--- src/rtl/serial_adder_top.sv ---
// Board-level serial adder/subtractor: a debounced push-button starts a bit-serial
// add or subtract of two switch operands, one full-adder step per clock.

module serial_adder_fa (
  input  logic a,
  input  logic b,
  input  logic cin,
  output logic sum_c,
  output logic cout_c
);
  assign sum_c  = a ^ b ^ cin;
  assign cout_c = (a & b) | (a & cin) | (b & cin);
endmodule

// Push-button conditioning: two-flop synchroniser, counter debouncer, rising-edge pulse.
module serial_adder_btn #(
  parameter int unsigned DEBOUNCE_CYCLES = 4
) (
  input  logic clk,
  input  logic reset,
  input  logic btn,
  output logic start_c
);
  localparam int unsigned DB_W = (DEBOUNCE_CYCLES > 1) ? $clog2(DEBOUNCE_CYCLES) : 1;
  localparam logic [DB_W-1:0] DB_LAST = DB_W'(DEBOUNCE_CYCLES - 1);

  logic [1:0]      sync_q;
  logic            db_level;
  logic            db_level_next;
  logic            db_hist;
  logic [DB_W-1:0] db_cnt;
  logic [DB_W-1:0] db_cnt_next;

  // A new level is accepted only after DEBOUNCE_CYCLES consecutive differing samples.
  always_comb begin
    db_level_next = db_level;
    db_cnt_next   = db_cnt;
    if (sync_q[1] != db_level) begin
      if (db_cnt == DB_LAST) begin
        db_level_next = sync_q[1];
        db_cnt_next   = '0;
      end else begin
        db_cnt_next = db_cnt + DB_W'(1);
      end
    end else begin
      db_cnt_next = '0;
    end
  end

  always_ff @(posedge clk or posedge reset) begin
    if (reset) begin
      sync_q   <= '0;
      db_level <= 1'b0;
      db_cnt   <= '0;
      db_hist  <= 1'b0;
    end else begin
      sync_q   <= {sync_q[0], btn};
      db_level <= db_level_next;
      db_cnt   <= db_cnt_next;
      db_hist  <= db_level;
    end
  end

  assign start_c = db_level & ~db_hist;
endmodule

module serial_adder_top #(
  parameter int unsigned WIDTH           = 8,
  parameter int unsigned DEBOUNCE_CYCLES = 4
) (
  input  logic               clk,
  input  logic               reset,
  input  logic               BTN,
  input  logic [2*WIDTH:0]   SW,
  output logic [WIDTH+1:0]   LED
);
  localparam int unsigned CNT_W = $clog2(WIDTH);
  localparam logic [CNT_W-1:0] CNT_LAST = CNT_W'(WIDTH - 1);

  typedef enum logic [1:0] {
    IDLE  = 2'd0,
    SHIFT = 2'd1,
    DONE  = 2'd2
  } state_t;

  state_t             state;
  state_t             state_next;
  logic [WIDTH-1:0]   a_sh;
  logic [WIDTH-1:0]   a_sh_next;
  logic [WIDTH-1:0]   b_sh;
  logic [WIDTH-1:0]   b_sh_next;
  logic [WIDTH-1:0]   res_sh;
  logic [WIDTH-1:0]   res_sh_next;
  logic               carry;
  logic               carry_next;
  logic [CNT_W-1:0]   bit_cnt;
  logic [CNT_W-1:0]   bit_cnt_next;
  logic [WIDTH-1:0]   s_q;
  logic [WIDTH-1:0]   s_next;
  logic               c_q;
  logic               c_next;
  logic               busy_q;
  logic               busy_next;

  logic               start_c;
  logic               fa_sum_c;
  logic               fa_cout_c;
  logic [WIDTH-1:0]   sw_a_c;
  logic [WIDTH-1:0]   sw_b_c;
  logic               sw_mode_c;

  assign sw_a_c    = SW[WIDTH-1:0];
  assign sw_b_c    = SW[2*WIDTH-1:WIDTH];
  assign sw_mode_c = SW[2*WIDTH];

  serial_adder_btn #(
    .DEBOUNCE_CYCLES(DEBOUNCE_CYCLES)
  ) u_btn (
    .clk     (clk),
    .reset   (reset),
    .btn     (BTN),
    .start_c (start_c)
  );

  serial_adder_fa u_fa (
    .a      (a_sh[0]),
    .b      (b_sh[0]),
    .cin    (carry),
    .sum_c  (fa_sum_c),
    .cout_c (fa_cout_c)
  );

  // Subtract is A + ~B + 1: invert B at capture and preload the carry with MODE.
  always_comb begin
    state_next   = state;
    a_sh_next    = a_sh;
    b_sh_next    = b_sh;
    res_sh_next  = res_sh;
    carry_next   = carry;
    bit_cnt_next = bit_cnt;
    s_next       = s_q;
    c_next       = c_q;
    busy_next    = busy_q;
    case (state)
      IDLE: begin
        if (start_c) begin
          a_sh_next    = sw_a_c;
          b_sh_next    = sw_mode_c ? ~sw_b_c : sw_b_c;
          carry_next   = sw_mode_c;
          bit_cnt_next = '0;
          busy_next    = 1'b1;
          state_next   = SHIFT;
        end
      end
      SHIFT: begin
        res_sh_next  = {fa_sum_c, res_sh[WIDTH-1:1]};
        a_sh_next    = {1'b0, a_sh[WIDTH-1:1]};
        b_sh_next    = {1'b0, b_sh[WIDTH-1:1]};
        carry_next   = fa_cout_c;
        bit_cnt_next = bit_cnt + CNT_W'(1);
        if (bit_cnt == CNT_LAST) begin
          state_next = DONE;
        end
      end
      DONE: begin
        s_next     = res_sh;
        c_next     = carry;
        busy_next  = 1'b0;
        state_next = IDLE;
      end
      default: begin
        state_next = IDLE;
      end
    endcase
  end

  always_ff @(posedge clk or posedge reset) begin
    if (reset) begin
      state   <= IDLE;
      a_sh    <= '0;
      b_sh    <= '0;
      res_sh  <= '0;
      carry   <= 1'b0;
      bit_cnt <= '0;
      s_q     <= '0;
      c_q     <= 1'b0;
      busy_q  <= 1'b0;
    end else begin
      state   <= state_next;
      a_sh    <= a_sh_next;
      b_sh    <= b_sh_next;
      res_sh  <= res_sh_next;
      carry   <= carry_next;
      bit_cnt <= bit_cnt_next;
      s_q     <= s_next;
      c_q     <= c_next;
      busy_q  <= busy_next;
    end
  end

  assign LED = {busy_q, c_q, s_q};
endmodule

--- config.mk ---
export PLATFORM = sky130hd
export DESIGN_NAME = serial_adder_top
export DESIGN_NICKNAME = d
export VERILOG_FILES = /design/src/rtl/serial_adder_top.sv
export SDC_FILE = /design/constraint.sdc
export NUM_CORES = 1
export LEC_CHECK = 0
export CORE_UTILIZATION = 45
export DETAILED_ROUTE_END_ITERATION = 7
export PLACE_DENSITY = 0.75
export SLEW_MARGIN = 20
export SYNTH_ARGS = -nofsm -noshare
export SYNTH_HDL_FRONTEND = slang
export SYNTH_SLANG_ARGS = --single-unit
--- constraint.sdc ---
create_clock -name clk -period 4.51 [get_ports clk]
set_input_delay 1.1275 -clock clk [delete_from_list [all_inputs] [get_ports clk]]
set_output_delay 1.1275 -clock clk [all_outputs]
set_load 0.05 [all_outputs]
==> run_results.csv <==
group,metric,value,unit
pwr,p_int,0.964,mW
clock_network,htreeDepth,2,
floorplanning,die_y,69.4,µm
clock_network,cts_buffers,5,
min_path,hold_class,"reg2reg",
critical_path,path_class,"reg2out",
synthesis,synth_warnings,0,
critical_path,crit_chain,"clkdlybuf4s50_1",
synthesis,synth_area,2050,µm²
pwr,combPwrFrac,38.6,%
synthesis,synth_cell_types,26,
critical_path,endpoint_kind,"primary output",
place,hpwl,2220,µm
sta,final.min_clock_period,2610,ps
clock_network,worstSkewPairLatency,300,ps
critical_path,crit_family,"buffers and inverters",
synthesis,syn_nets,207,
sta,finalHoldViolCount,0,
clock_network,cts_hold_buffers,0,
sta,worst_slack,1900,ps
clock_network,cts-resized-gates,0,
synthesis,synth_cells,183,
drt,routed_wirelength,3530,µm
floorplanning,fp.coreArea,4350,µm²
global_routing,antenna_found_initial,0,
synthesis,synth_seq_area_share,56.3,%
synthesis,synth-edff-count,0,
cells_and_area,final_cell_mix,"nand2_1 (54), dfrtp_1 (46), clkdlybuf4s50_1 (29), nand3_1 (18), mux2_2 (10)",
clock_network,clock-root-buffer,"clkbuf_8",
global_routing,grt_max_degree,47,
critical_path,cp_data_arrival_time,1480,ps
sta,rsz0062_at_grt,"no",
pwr,ir_worst_vdd,0.284,mV
drt,first_iter_violations,101,
global_routing,grtUsageTotal,16.8,%
cells_and_area,mostFrequentLayoutCell,"nand2_1",
clock_network,cts_setup_buffers,0,
cells_and_area,fin_nets,231,
pwr,sequentialPowerShare,42.4,%
floorplanning,initial_utilization,47.0,%
pwr,power.density,643,nW/µm²
synthesis,postSynthAreaPerCell,11.2,µm²
place,gp_congestion,0.688,
sta,fmax,0.383,GHz
cells_and_area,diodes,0,
sta,relSlewSlack,46.1,%
floorplanning,dieArea,4820,µm²
place,place_area,2330,µm²
pwr,p_switching,0.606,mW
synthesis,synth_ff_type,"dfrtp_1",
floorplanning,ios,30,
drt,drc,0,
floorplanning,die_w,69.4,µm
cells_and_area,syn2layout_area_growth,19.3,%
pwr,p_leak,1.14,nW
clock_network,cts.clk_slew.worst_paths,80,ps
cells_and_area,fin_area,2440,µm²
sta,period_share,57.9,%
global_routing,grt_pass1_wl,6250,µm
global_routing,grt_pass1_vias,1315,
clock_network,cts_tree,"done",
critical_path,cp-start-kind,"flip-flop",
sta,setup_violations,0,
critical_path,critPathSlowestCell,"clkdlybuf4s50_1",
job,cap_viol_max_count,0,
drt,drt-pass1-iter-count,4,
clock_network,cts_buffer_depth,2,
drt,viasPerCell,5.11,
critical_path,cp_max_fo,2,
sta,hold-worst-slack,360,ps
sta,tightest_slew,806,ps
cells_and_area,drive_above_1_share,18.3,%
sta,tns,0,ps
critical_path,critPathRequiredTime,3380,ps
sta,slew_violations,0,
sta,fin_skew,7.85,ps
critical_path,cp_num_buf_inv,1,
critical_path,max_stage_delay,820,ps
drt,wl_per_cell,13.6,µm
clock_network,clkSinkCount,46,
synthesis,synthArstFlopShare,100,%
synthesis,yosys_register_bits,46,
pwr,power.share.clock,19.0,%
drt,num_vias,1329,
status,status,"finished, final reports clean",
global_routing,grt_overflow_total,0,
pwr,switching_share,38.6,%
place,dpl_worst_slack,2150,ps
place,io_buffers,29,
floorplanning,rows,24,
drt,ant_nets,0,
## sequential cells by signal, summed over array words and instances (netlist names)
register / flops
a_sh: 8
b_sh: 8
res_sh: 8
s_q: 8
bit_cnt: 3
state: 2
u_btn.db_cnt: 2
u_btn.sync_q: 2
busy_q: 1
c_q: 1
carry: 1
u_btn.db_hist: 1
u_btn.db_level: 1
## cell usage after synthesis (2+ instances only)
cell type | instances | area, µm²
and2_1 | 2 | 12.5
buf_2 | 5 | 25.0
buf_4 | 2 | 15.0
buf_6 | 3 | 33.8
clkbuf_1 | 2 | 7.51
dfrtp_1 | 46 | 1150
ha_1 | 3 | 37.5
mux2_2 | 10 | 113
nand2_1 | 54 | 203
nand3_1 | 18 | 90.1
nand3_2 | 8 | 80.1
o211ai_2 | 7 | 87.6
o21ai_1 | 3 | 15.0
xnor2_1 | 8 | 70.1
## logic make-up after synthesis
group,after synthesis,synth area share (%)
DFF,46,56.3
AOI/OAI and AO/OA,12,5.63
muxes,10,5.50
adders and majority gates,4,2.81
xor gates and xnor gates,9,3.85
and+or+nand+nor,88,21.6
buffers and inverters,14,4.34
## metal layers
metal | GRT usage, % | share of wire [%]
met5 | 0 | 0
met2 | 25.2 | 46
met4 | 7.48 | 2.2
met1 | 22.3 | 48
met3 | 5.23 | 3.3
## metrics by stage
stage | std cells | util [%] | power (mW)
2_1_floorplan | 183 | - | 1.14
3_3_place_gp | 252 | 53.4 | 1.26
3_5_place_dp | 252 | 53.4 | 1.28
4_1_cts | 260 | 55.9 | 1.58
5_1_grt | 260 | 56.1 | 1.69
6_report | 260 | 56.1 | 1.57
## power by group through the flow
| stage | combinational [mW] | clock (mW) | sequential (mW) |
|---|---|---|---|
| 6_report | 0.606 | 0.298 | 0.666 |
| 2_1_floorplan | 0.410 | 0 | 0.731 |
| 5_1_grt | 0.677 | 0.326 | 0.687 |
| 3_3_place_gp | 0.591 | 0 | 0.669 |
| 3_5_place_dp | 0.606 | 0 | 0.672 |
| 4_1_cts | 0.609 | 0.307 | 0.665 |
## area by class of cell
type                            instances  area [µm²]
Tap cell                               52        65.1
Fill cell                             359        1910
Timing Repair Buffer                   30         298
Clock buffer                            5        68.8
Multi-Input combinational cell        123         815
Inverter                                1        3.75
Sequential cell                        46        1150
Clock inverter                          3        40.0
## worst paths after layout
check,start,endpoint,slack (ps),depth (start not counted)
max,s_q[7],LED[7],1900,1
min,u_btn.sync_q[0],u_btn.sync_q[1],360,0
max reg2reg,state[1],b_sh[5],2890,3
min reg2reg,u_btn.sync_q[0],u_btn.sync_q[1],360,0
max in group asynchronous,reset,b_sh[7],2850,3
min in group asynchronous,reset,c_q,1270,3
No activity file was read; power rests on OpenSTA's default activity.
